**src/rtl/round_sequencer.sv**
```systemverilog
// Round FSM (LOAD/ADJUST/WAIT_PRIME/WAIT_GUESS/SCORE) with Moore outputs; define ROUND_PENALTY_EN to subtract POINTS on a wrong guess.
// Latency: 5 cycles per round at best; no backpressure: waits up to PRIME_TIMEOUT for findPrimeDone and indefinitely for guessValid.
module round_sequencer #(
    parameter int NUM_ROUNDS    = 10,
    parameter int POINTS        = 5,
    parameter int PRIME_TIMEOUT = 15
) (
    input  logic       clk,
    input  logic       rst,
    input  logic       startGame,
    input  logic [6:0] randomNumber,
    input  logic       findPrimeDone,
    input  logic       isPrime,
    input  logic       guessValid,
    input  logic       guessIsPrime,
    output logic       levelAdjustEnable,
    output logic [6:0] primeNumberOut,
    output logic [6:0] score,
    output logic [3:0] round,
    output logic       busy,
    output logic       gameOver
);
    typedef enum logic [2:0] {
        IDLE, LOAD, ADJUST, WAIT_PRIME, WAIT_GUESS, SCORE, DONE
    } state_t;

    localparam logic [7:0] PTS      = 8'(POINTS);
    localparam logic [8:0] MAX_SC   = 9'd99;
    localparam logic [7:0] TMO_LAST = 8'(PRIME_TIMEOUT - 1);
    localparam logic [3:0] LAST_RND = 4'(NUM_ROUNDS);

    state_t     state_q, state_d;
    logic [6:0] prime_q, prime_d;
    logic [6:0] score_q, score_d;
    logic [3:0] round_q, round_d;
    logic [7:0] cnt_q, cnt_d;
    logic       verdict_q, verdict_d;
    logic       guess_q, guess_d;
    logic       missed_q, missed_d;

    logic [8:0] score_sum;
    logic [6:0] score_up;
    logic [3:0] round_inc;

    assign score_sum = {2'b00, score_q} + {1'b0, PTS};
    assign score_up  = (score_sum > MAX_SC) ? 7'd99 : 7'(score_sum);
    assign round_inc = round_q + 4'd1;

`ifdef ROUND_PENALTY_EN
    logic [6:0] score_dn;
    assign score_dn = ({1'b0, score_q} < PTS) ? 7'd0 : 7'({1'b0, score_q} - PTS);
`endif

    always_ff @(posedge clk or negedge rst) begin
        if (!rst) begin
            state_q   <= IDLE;
            prime_q   <= '0;
            score_q   <= '0;
            round_q   <= '0;
            cnt_q     <= '0;
            verdict_q <= 1'b0;
            guess_q   <= 1'b0;
            missed_q  <= 1'b0;
        end else begin
            state_q   <= state_d;
            prime_q   <= prime_d;
            score_q   <= score_d;
            round_q   <= round_d;
            cnt_q     <= cnt_d;
            verdict_q <= verdict_d;
            guess_q   <= guess_d;
            missed_q  <= missed_d;
        end
    end

    // A checker verdict arriving on the final wait cycle takes priority over the timeout.
    always_comb begin
        state_d = state_q;
        case (state_q)
            IDLE, DONE: if (startGame) state_d = LOAD;
            LOAD:       state_d = ADJUST;
            ADJUST:     state_d = WAIT_PRIME;
            WAIT_PRIME: begin
                if (findPrimeDone)          state_d = WAIT_GUESS;
                else if (cnt_q == TMO_LAST) state_d = SCORE;
            end
            WAIT_GUESS: if (guessValid) state_d = SCORE;
            SCORE:      state_d = (round_inc == LAST_RND) ? DONE : LOAD;
            default:    state_d = IDLE;
        endcase
    end

    always_comb begin
        prime_d   = prime_q;
        score_d   = score_q;
        round_d   = round_q;
        cnt_d     = cnt_q;
        verdict_d = verdict_q;
        guess_d   = guess_q;
        missed_d  = missed_q;
        case (state_q)
            IDLE, DONE: begin
                if (startGame) begin
                    score_d = '0;
                    round_d = '0;
                end
            end
            LOAD:   prime_d = randomNumber;
            ADJUST: begin
                cnt_d    = '0;
                missed_d = 1'b0;
            end
            WAIT_PRIME: begin
                if (findPrimeDone)          verdict_d = isPrime;
                else if (cnt_q == TMO_LAST) missed_d  = 1'b1;
                else                        cnt_d     = cnt_q + 8'd1;
            end
            WAIT_GUESS: if (guessValid) guess_d = guessIsPrime;
            SCORE: begin
                round_d = round_inc;
                // A missed round never touches the score.
                if (!missed_q) begin
                    if (guess_q == verdict_q) score_d = score_up;
`ifdef ROUND_PENALTY_EN
                    else                      score_d = score_dn;
`endif
                end
            end
            default: ;
        endcase
    end

    always_comb begin
        levelAdjustEnable = 1'b0;
        busy              = 1'b1;
        gameOver          = 1'b0;
        case (state_q)
            IDLE:    busy = 1'b0;
            ADJUST:  levelAdjustEnable = 1'b1;
            DONE: begin
                busy     = 1'b0;
                gameOver = 1'b1;
            end
            default: ;
        endcase
    end

    assign primeNumberOut = prime_q;
    assign score          = score_q;
    assign round          = round_q;
endmodule

```
**config.mk**
```make
export PLATFORM = sky130hd
export DESIGN_NAME = round_sequencer
export DESIGN_NICKNAME = d
export VERILOG_FILES = /design/src/rtl/round_sequencer.sv
export SDC_FILE = /design/constraint.sdc
export NUM_CORES = 1
export LEC_CHECK = 0
export CAP_MARGIN = 20
export CORE_MARGIN = 5
export CORE_UTILIZATION = 56
export CTS_CLUSTER_SIZE = 12
export DETAILED_ROUTE_END_ITERATION = 10
export PLACE_DENSITY = 0.88
export SYNTH_ARGS = -nofsm -noshare
export SYNTH_HDL_FRONTEND = slang
export SYNTH_SLANG_ARGS = --single-unit
```
**constraint.sdc**
```tcl
create_clock -name clk -period 2.9 [get_ports clk]
set_input_delay 0.58 -clock clk [delete_from_list [all_inputs] [get_ports clk]]
set_output_delay 0.58 -clock clk [all_outputs]
set_load 0.05 [all_outputs]
```
==> metrics.txt <==
initial core utilization=between 50 and 60%; first-pass GRT wire length=between 6000 and 7000 um; Post-Syn Instances=190; clock tree from TritonCTS=yes; number of antenna violations at the first check in global routing=0; depth of the CTS H-tree=2; final period utilization=92.32%; Synth Warn #=0; Worst Setup Slack post-DPL=roughly 460 ps; vias after detailed routing=approximately 1600; Boundary Pins=35; clock insertion delay at the later pin of the skew report=340 ps; final setup TNS=0 ps; syn nets=211; clock root buffer=clkbuf_4; final estimated routing congestion in global placement=between 0.8 and 0.9; relative slew slack=between 60% and 70%; total gr overflow=0; Setup crit start kind=flip-flop; GRT Overall Usage=slightly below 20%; reported leakage power=roughly 1.0 nW; largest voltage drop on the vdd net=~650 uV; share of flip-flops with an asynchronous set or reset after synthesis=100.0%; number of violations of the max-capacitance limit=0; number of buffers inserted during clock tree synthesis=5; first-pass iteration count of the detailed router=4; worst setup path category=reg2out; PD cells=a little under 1000 nW/um^2; number of setup violations in the final report=0; cell area after synthesis=between 1500 and 2000 sq um; Worst Hold Class=reg2reg; post-DP HPWL=~2800 um; CTS clock-pin slew for the worst setup and hold paths=110 ps; post-synthesis sequential area ratio=a little over two fifths; final net count=between 200 and 250; die span in x=between 60 and 70 um; worst-case setup margin in the final layout=roughly 220 ps; Final Max Slew Viols=0; Detailed Route WL=3955 um; largest net degree at the start of global routing=33; fraction of final layout cells sized beyond drive strength 1=between 10 and 15%; Critical Path Sink Type=primary output; placeable core region=3284 sq um; # hold bufs at CTS=0; detail-routed net length per standard cell=approximately 14 um; number of inserted diodes=0; highest attainable clock frequency=around 370 MHz; Top FF cell, synth=dfrtp_1; slew at the pin closest to its max-slew limit=approximately 550 ps; Post-DRT Antenna Nets=0; number of distinct library cell variants in the gate-level netlist after synthesis=53; final hold violation count=0; die outline area=between 4000 and 5000 sq um; EDFF count, synth=0; total power consumption of the routed design=between 2 and 2.5 mW; number of design-rule violations left by the first detailed-router iteration=~120; total clock sinks=32; outcome=completed; Area growth syn-to-layout=26.86%; flop and latch count out of synthesis=32; vias in the first global route=1478; Crit path arrival time=2100 ps; maximum buffer depth of the clock tree=2; number of I/O port buffers=34; unrepaired setup endpoints after global routing=no; average via count per standard cell=approximately 5.7; Post-Route Skew=11.24 ps; final design instance area without fill=roughly 2400 sq um; DR DRC count=0; final critical-path required period=roughly 2700 ps; vertical die dimension=between 60 and 70 um; highest net fanout along the worst path=14; required time worst endpoint=between 2000 and 2500 ps; Placement Cell Area=2288 sq um; standard-cell rows=21; per-instance average area after synthesis=9.904 sq um
## timing repair
item                                    in CTS  in global routing
hold endpoints to repair                     0                  0
setup buffers                                0                  0
gates resized for setup                      0                  2
endpoints found under the setup margin       0                  2
## logic make-up after synthesis
group,Yosys count,synth area share (%)
flip-flops,32,42.55
XOR/XNOR,8,3.724
buffers and inverters,16,3.657
multiplexers,9,5.386
AND/OR/NAND/NOR,64,18.75
AO/OA/AOI/OAI,54,21.28
adder cells (fa/ha/maj),7,4.654
## per-layer routing
metal	track usage [%]	routed length, um	part of all wire [%]
met1	27.28	1826	46
met2	29.12	1818	46
met3	5.747	241	6.1
met4	7.196	69	1.7
met5	0	0	0
## synthesized netlist by cell type (3+ instances only)
| library cell | instances | area (sq um) |
|---|---|---|
| a211oi_1 | 6 | 45.04 |
| nor3_1 | 4 | 20.02 |
| nand3_1 | 6 | 30.03 |
| o21ai_0 | 7 | 35.03 |
| xor2_1 | 3 | 26.28 |
| nor2_1 | 16 | 60.06 |
| ha_1 | 7 | 87.58 |
| inv_1 | 7 | 26.28 |
| dfrtp_1 | 32 | 800.8 |
| xnor2_1 | 5 | 43.79 |
| nand2_1 | 15 | 56.30 |
| buf_2 | 4 | 20.02 |
| a21oi_1 | 11 | 55.05 |
| nand3b_1 | 4 | 30.03 |
| a22o_1 | 4 | 35.03 |
| mux2_2 | 9 | 101.4 |
| o22ai_1 | 3 | 18.77 |
## flip-flops by register name, summed over array words and instances (netlist names)
| register | flops |
|---|---|
| round | 4 |
| missed_q | 1 |
| verdict_q | 1 |
| state_q | 3 |
| score | 7 |
| guess_q | 1 |
| cnt_q | 8 |
| primeNumberOut | 7 |
## critical path, stage by stage, from the launching register on
cell,delay [ps]
dfrtp_2,520
clkinv_1,290
and3_1,260
clkdlybuf4s50_1,690
## final timing paths
check / start / end / slack, ps / depth (start not counted)
min in group asynchronous: rst / score[6]$_DFFE_PN0P_ / 640 / 2
max: state_q[0]$_DFFE_PN0P_ / gameOver / 220 / 3
max in group asynchronous: rst / state_q[0]$_DFFE_PN0P_ / 1950 / 2
max reg2reg: cnt_q[0]$_DFFE_PN0P_ / cnt_q[7]$_DFFE_PN0P_ / 800 / 7
min: primeNumberOut[4]$_DFFE_PN0N_ / primeNumberOut[4]$_DFFE_PN0N_ / 510 / 1
min reg2reg: primeNumberOut[4]$_DFFE_PN0N_ / primeNumberOut[4]$_DFFE_PN0N_ / 510 / 1
## power by group
part,internal [mW],leakage [nW],switching (mW),total [mW]
registers,0.574,0.418,0.181,0.755
clock network,0.229,0.0515,0.154,0.383
logic,0.460,0.529,0.714,1.17
## stage by stage
stage          std cells  hold slack, ps  utilization [%]
5_1_grt              275           527.7            72.69
3_3_place_gp         267           488.9            69.68
2_1_floorplan        190           284.4                -
3_5_place_dp         267           494.0            69.68
4_1_cts              275           517.2            72.57
6_report             275           511.9            72.69
## placed cells by master (no fill, tap or decap), types with 2 or more instances in the layout
cell type        synthesis  layout
a21o_1                   2       2
nand3_1                  6       6
a22o_1                   4       4
o31ai_1                  2       2
dfrtp_1                 32      31
a31oi_1                  2       2
a211o_1                  2       2
xnor2_1                  5       5
mux2_2                   9       9
clkbuf_4                 0       5
xor2_1                   3       3
inv_1                    7       7
buf_4                    1       5
and2_1                   2       2
nand3b_1                 4       4
o22ai_1                  3       3
nand2b_1                 2       2
clkbuf_8                 0       2
a311oi_1                 2       2
a211oi_1                 6       6
nand4_1                  2       2
nor2_1                  16      16
nor3_1                   4       4
o21ai_0                  7       7
nand2_1                 15      15
nor3b_1                  2       2
clkdlybuf4s50_1          0      32
a21oi_1                 11      11
a21bo_2                  2       2
ha_1                     7       7
## final cells by class
class,count,area (sq um)
Timing Repair Buffer,39,390.4
Inverter,8,30.03
Tap cell,46,57.56
Clock inverter,1,30.03
Multi-Input combinational cell,142,1012
Fill cell,236,897.1
Sequential cell,32,802.0
Clock buffer,7,65.06
No activity file was read; power rests on OpenSTA's default activity.
